`src/rtl/apb_req_arbiter.sv`:
```
// apb_req_arbiter
//   Two-requester APB master. Two command sources share one APB bus. Each
//   command is a read or write, offered on a valid/ready handshake.
//   Requesters are arbitrated round-robin. The block runs the APB
//   SETUP/ACCESS sequence, waits for PREADY with an optional timeout, and
//   returns one response pulse to the requester that won.
//
// Ports
//   PCLK, PRESET            clock (rising edge), synchronous active-high reset
//   req_*_0 / req_*_1       command inputs and combinational req_ready outputs
//   rsp_*_0 / rsp_*_1       one-cycle rsp_valid pulse plus held rdata/err
//   PSEL..PWDATA            registered APB master outputs
//   PRDATA, PREADY, PSLVERR APB slave return path
//   state_dbg               current FSM state (IDLE=0, SETUP=1, ACCESS=2)
//
// Handshake: a command transfers on a cycle where req_valid_x and req_ready_x
// are both high. req_ready_x depends only on the FSM state, both valids and
// the round-robin pointer. It never depends on registered requester data.
// A requester may drop valid before ready; that command is simply not taken.
module apb_req_arbiter #(
  parameter int AWIDTH  = 4,
  parameter int DWIDTH  = 8,
  parameter int TIMEOUT = 15
) (
  input  logic              PCLK,
  input  logic              PRESET,
  input  logic              req_valid_0,
  output logic              req_ready_0,
  input  logic              req_write_0,
  input  logic [AWIDTH-1:0] req_addr_0,
  input  logic [DWIDTH-1:0] req_wdata_0,
  output logic              rsp_valid_0,
  output logic [DWIDTH-1:0] rsp_rdata_0,
  output logic              rsp_err_0,
  input  logic              req_valid_1,
  output logic              req_ready_1,
  input  logic              req_write_1,
  input  logic [AWIDTH-1:0] req_addr_1,
  input  logic [DWIDTH-1:0] req_wdata_1,
  output logic              rsp_valid_1,
  output logic [DWIDTH-1:0] rsp_rdata_1,
  output logic              rsp_err_1,
  output logic              PSEL,
  output logic              PENABLE,
  output logic              PWRITE,
  output logic [AWIDTH-1:0] PADDR,
  output logic [DWIDTH-1:0] PWDATA,
  input  logic [DWIDTH-1:0] PRDATA,
  input  logic              PREADY,
  input  logic              PSLVERR,
  output logic [1:0]        state_dbg
);

  typedef enum logic [1:0] {
    IDLE   = 2'd0,
    SETUP  = 2'd1,
    ACCESS = 2'd2
  } state_t;

  localparam logic [7:0] TIMEOUT_C = 8'(TIMEOUT);
  localparam bit         TO_EN     = (TIMEOUT != 0);

  state_t     state;
  state_t     state_nxt;
  logic       last_grant;
  logic       owner;
  logic       winner;
  logic       any_valid;
  logic       accept;
  logic       done;
  logic       abort;
  logic [7:0] wait_cnt;

  // Only one valid: it wins. Both valid: whoever was not granted last wins.
  assign any_valid = req_valid_0 | req_valid_1;

  always_comb begin
    winner = req_valid_1;
    if (req_valid_0 && req_valid_1) begin
      winner = ~last_grant;
    end
  end

  assign accept      = (state == IDLE) && any_valid;
  assign req_ready_0 = accept && !winner;
  assign req_ready_1 = accept && winner;

  // PREADY takes priority over a timeout that would expire in the same cycle.
  assign done  = (state == ACCESS) && PREADY;
  assign abort = (state == ACCESS) && !PREADY && TO_EN &&
                 ((wait_cnt + 8'd1) == TIMEOUT_C);

  assign state_dbg = state;

  always_comb begin
    state_nxt = state;
    case (state)
      IDLE:    if (any_valid) state_nxt = SETUP;
      SETUP:   state_nxt = ACCESS;
      ACCESS:  if (done || abort) state_nxt = IDLE;
      default: state_nxt = IDLE;
    endcase
  end

  always_ff @(posedge PCLK) begin
    if (PRESET) begin
      state <= IDLE;
    end else begin
      state <= state_nxt;
    end
  end

  // APB outputs double as the captured command. PADDR/PWRITE/PWDATA only
  // change on accept, so they hold their last values while idle.
  always_ff @(posedge PCLK) begin
    if (PRESET) begin
      last_grant  <= 1'b1;
      owner       <= 1'b0;
      wait_cnt    <= 8'd0;
      PSEL        <= 1'b0;
      PENABLE     <= 1'b0;
      PWRITE      <= 1'b0;
      PADDR       <= '0;
      PWDATA      <= '0;
      rsp_valid_0 <= 1'b0;
      rsp_rdata_0 <= '0;
      rsp_err_0   <= 1'b0;
      rsp_valid_1 <= 1'b0;
      rsp_rdata_1 <= '0;
      rsp_err_1   <= 1'b0;
    end else begin
      rsp_valid_0 <= 1'b0;
      rsp_valid_1 <= 1'b0;
      case (state)
        IDLE: begin
          if (accept) begin
            owner      <= winner;
            last_grant <= winner;
            PWRITE     <= winner ? req_write_1 : req_write_0;
            PADDR      <= winner ? req_addr_1  : req_addr_0;
            PWDATA     <= winner ? req_wdata_1 : req_wdata_0;
            wait_cnt   <= 8'd0;
            PSEL       <= 1'b1;
            PENABLE    <= 1'b0;
          end
        end
        SETUP: begin
          PENABLE <= 1'b1;
        end
        ACCESS: begin
          if (done || abort) begin
            PSEL    <= 1'b0;
            PENABLE <= 1'b0;
            if (owner) begin
              rsp_valid_1 <= 1'b1;
              rsp_rdata_1 <= (done && !PWRITE) ? PRDATA : '0;
              rsp_err_1   <= done ? PSLVERR : 1'b1;
            end else begin
              rsp_valid_0 <= 1'b1;
              rsp_rdata_0 <= (done && !PWRITE) ? PRDATA : '0;
              rsp_err_0   <= done ? PSLVERR : 1'b1;
            end
          end else if (wait_cnt != 8'hFF) begin
            // Saturate so a disabled timeout never wraps the counter.
            wait_cnt <= wait_cnt + 8'd1;
          end
        end
        default: begin
        end
      endcase
    end
  end

endmodule

```
`config.mk`:
```
export PLATFORM = sky130hd
export DESIGN_NAME = apb_req_arbiter
export DESIGN_NICKNAME = d
export VERILOG_FILES = /design/src/rtl/apb_req_arbiter.sv
export SDC_FILE = /design/constraint.sdc
export NUM_CORES = 1
export LEC_CHECK = 0
export ABC_AREA = 1
export CORE_MARGIN = 10
export CORE_UTILIZATION = 45
export CTS_CLUSTER_SIZE = 12
export DETAILED_ROUTE_END_ITERATION = 6
export GPL_ROUTABILITY_DRIVEN = 0
export GPL_TIMING_DRIVEN = 1
export MAX_ROUTING_LAYER = met4
export PLACE_DENSITY = 0.8
export SETUP_SLACK_MARGIN = 0.4
export SLEW_MARGIN = 40
export SYNTH_ARGS = -nofsm -noshare
export SYNTH_HDL_FRONTEND = slang
export SYNTH_SLANG_ARGS = --single-unit
```
`constraint.sdc`:
```
create_clock -name PCLK -period 3.8 [get_ports PCLK]
set_clock_uncertainty 0.05 [all_clocks]
set_input_delay 0.38 -clock PCLK [delete_from_list [all_inputs] [get_ports PCLK]]
set_output_delay 0.38 -clock PCLK [all_outputs]
set_load 0.005 [all_outputs]
```
==> qor.csv <==
stage;metric;value;unit
drt;final wirelength;6148;µm
pwr;Lkg Pwr;1.174;nW
worst_setup_path;R2R Setup Slk;1.64;ns
synthesis;EDFF count, synth;0;
final_layout;share of cells above drive strength 1;0.1354;
pwr;Final Power;0.001124;W
final_layout;antenna diode count;0;
global_route;largest net degree at the start of global routing;46;
drt;DR vias;2190;
drt;via/cell ratio;4.856;
synthesis;synth warn;0;
synthesis;post-synthesis cell count;309;
placed_design;worst slack, placed;1.069;ns
hold_path;type of the most critical hold path;register to register;
die;DIE HEIGHT;91.10;µm
placed_design;DPL Wire Length;4673;µm
final_layout;NumNets Final;425;
cts;Reg clk slew, reported paths;0.08;ns
die;Die X;91.10;µm
worst_setup_path;CP Capture Point;req_ready_1;
worst_setup_path;critical path cell sequence;clkdlybuf4s50_1 > nor2_1 > inv_1 > nand2_1 > nor2_1 > buf_4 > clkdlybuf4s50_1;
drt;Routed WL per cell;13.63;µm
synthesis;register area share after synthesis;0.4136;
sta;f_max;0.3652;GHz
worst_setup_path;RR Startpoint;wait_cnt[1];
pwr;Power Internal;0.0008353;W
worst_setup_path;r2r endpoint;rsp_rdata_0[2];
cts;Root Driver;clkbuf_8;
worst_setup_path;launch point of the worst path;req_valid_1;
synthesis;synth unique cells;31;
global_route;first-pass GRT wire length;10530;µm
cts;clk_lat worst skew;0.29;ns
worst_setup_path;Setup CP Type;input port to output pin;
synthesis;syn_nets;351;
cts;Post-CTS Resized;0;
synthesis;largest family of logic cells by synthesized area;simple AND/OR/NAND/NOR gates;
hold_path;hold_sp;rsp_rdata_1[3];
synthesis;asr flop ratio synth;0;
sta;unrepaired setup endpoints after global routing;false;
global_route;GRT Residual Overflow;0;
worst_setup_path;slowest stage cell, crit path;clkdlybuf4s50_1;
cts;CTS tree;built;
worst_setup_path;Arr. time, crit path;2.31;ns
drt;drc violations;0;
sta;setup_tns;0;ns
synthesis;top cells by area, synth;dfxtp_1, nand2_1, inv_1;
cts;Clock Tree Buf Depth;2;
die;core area;4817;µm²
synthesis;simple-gate share of the synthesized area;0.3586;
worst_setup_path;worst stage delay on the critical path;0.53;ns
cts;CTS sink count;47;
sta;Final Slew Violations;0;
sta;Tmin final;2.738;ns
placed_design;Buffers on Ports;78;
global_route;gr usage total;0.1552;
sta;Slew HR;0.6074;
status;outcome;complete, no violations;
sta;slew at the pin closest to its max-slew limit;0.5875;ns
job;Max Cap Violations;0;
synthesis;post-synthesis mux area share;0;
worst_setup_path;Max FO, Critical Path;19;
sta;Final Setup Violations;0;
pwr;Seq pwr share;0.484;
die;Site Rows;25;
synthesis;Yosys reg bits;47;
die;Initial Utilization;0.4722;
final_layout;Filler Cell Count;434;
pwr;part of the power in combinational logic;0.183;
worst_setup_path;path depth of the worst reg2reg path;10;
pwr;PwrDens;353.0;nW/µm²
worst_setup_path;crit end category;output pin;
die;Ports;79;
synthesis;Yosys top cell area share;0.4136;
pwr;Net Sw Power;0.0002888;W
sta;worst setup margin;1.062;ns
worst_setup_path;element type at the critical path start;input port;
global_route;initial antenna violation count;0;
synthesis;Avg Inst Size Synth;7.361;µm²
pwr;clock share of power;0.333;
cts;Post-CTS Setup Repair Bufs;0;
drt;Post-DRT Antenna Nets;0;
sta;final hold vios;0;
synthesis;Synth Area in Compound Gates;0.1260;
pwr;Net Sw Frac;0.2569;
synthesis;XOR/XNOR Fraction of Synth Area;0.003850;
final_layout;P&R area growth vs syn;39.99;%
synthesis;post-synthesis cell area;2275;µm²
synthesis;Synth area leader;dfxtp_1;
global_route;vias in the first global route;2303;
sta;hold slack final;0.4203;ns
drt;Iteration-0 DRC Markers;120;
cts;Post-CTS Hold Fix Bufs;0;
pwr;Worst IR Drop VDD;0.0002614;V
synthesis;Post-Synth Adder-Cell Area;0.01100;
synthesis;Top FF cell, synth;dfxtp_1;
cts;CTS H-tree depth;2;
worst_setup_path;CP required;3.37;ns
drt;drt first pass iters;4;
sta;Tcrit/Tclk final;0.7205;
die;die footprint;8298;µm²
cts;CTS buffer count;5;
metal layers:
layer | GRT usage | wire length [µm] | vias to the layer above
met5 | - | 0 | -
met1 | 0.1636 | 2563 | 973
li1 | - | - | 1137
met2 | 0.2512 | 2901 | 68
met4 | 0.04961 | 139 | 0
met3 | 0.07490 | 543 | 12
critical path: cells and delay by family:
family | cells | cell delay (ns)
buf+inv | 4 | 1.31
simple gates | 3 | 0.61
cell families after synthesis:
group / Yosys count
fa+ha+maj: 2
flops: 47
buf+inv: 43
xor+xnor: 1
compound gates: 45
simple gates: 171
state kept, by name (all words and copies together), names as in the netlist, 2 cells and up:
| signal | cells |
|---|---|
| PADDR | 4 |
| PWDATA | 8 |
| rsp_rdata_0 | 8 |
| rsp_rdata_1 | 8 |
| state_dbg | 2 |
| wait_cnt | 8 |
area by class of cell:
cell class,instances,area [µm²],area share
clock buffer,6,82.58,0.02593
clock inverter,2,35.03,0.01100
inverter,30,112.6,0.03536
multi-input combinational,219,1136,0.3568
sequential,47,940.9,0.2955
tap,67,83.83,0.02633
timing repair buffer,80,793.3,0.2491
metrics by stage:
stage / util / cell area [µm²] / cells
final: 0.6610 / 3184 / 451
after global routing: 0.6610 / 3184 / 451
after CTS: 0.6610 / 3184 / 451
after detailed placement: 0.6366 / 3067 / 443
after global placement: 0.6361 / 3064 / 443
after floorplan: - / 2275 / 309
synth_stat cells, drive strengths merged, types with 3 or more instances:
| master | number |
|---|---|
| nand3 | 25 |
| dfxtp | 47 |
| nand2 | 102 |
| a31oi | 13 |
| inv | 30 |
| or2 | 3 |
| buf | 6 |
| nand4 | 5 |
| nor2 | 34 |
| a21oi | 28 |
| clkbuf | 7 |
| o21ai | 4 |
cells in the final DEF (no fill, tap or decap):
cell / instances
buf_4: 3
nand2_8: 1
nand3_4: 1
xor2_1: 1
dfxtp_1: 47
nand2_2: 8
nor3_2: 1
nand3_1: 16
o21ai_2: 1
nand4_1: 4
o21ai_0: 3
a21oi_2: 11
or2_1: 1
nand3_2: 8
clkdlybuf4s50_1: 77
a21oi_1: 17
ha_1: 2
nand4_2: 1
inv_1: 29
nor3_1: 1
clkbuf_8: 6
nand2_4: 1
nor2_2: 5
nand2_1: 92
inv_2: 1
bufinv_16: 1
clkinv_2: 1
nor2_1: 29
or2_2: 2
a31oi_1: 13
power by group through the flow:
stage / combinational (W) / sequential [W] / clock, W
after floorplan: 0.000103 / 0.000551 / 0
after global routing: 0.000231 / 0.000548 / 0.000401
final: 0.000206 / 0.000544 / 0.000375
after global placement: 0.000202 / 0.000554 / 0
after detailed placement: 0.000205 / 0.000554 / 0
after CTS: 0.000208 / 0.000543 / 0.000382
worst min path at each step:
stage | cells past startpoint | end | slack [ns]
after floorplan | 2 | last_grant | 0.38
after global placement | 2 | PENABLE | 0.40
after detailed placement | 2 | PENABLE | 0.41
after CTS | 2 | PENABLE | 0.42
after global routing | 2 | rsp_rdata_1[6] | 0.44
final | 2 | rsp_rdata_1[3] | 0.42
(Power assumes the default switching activity.)
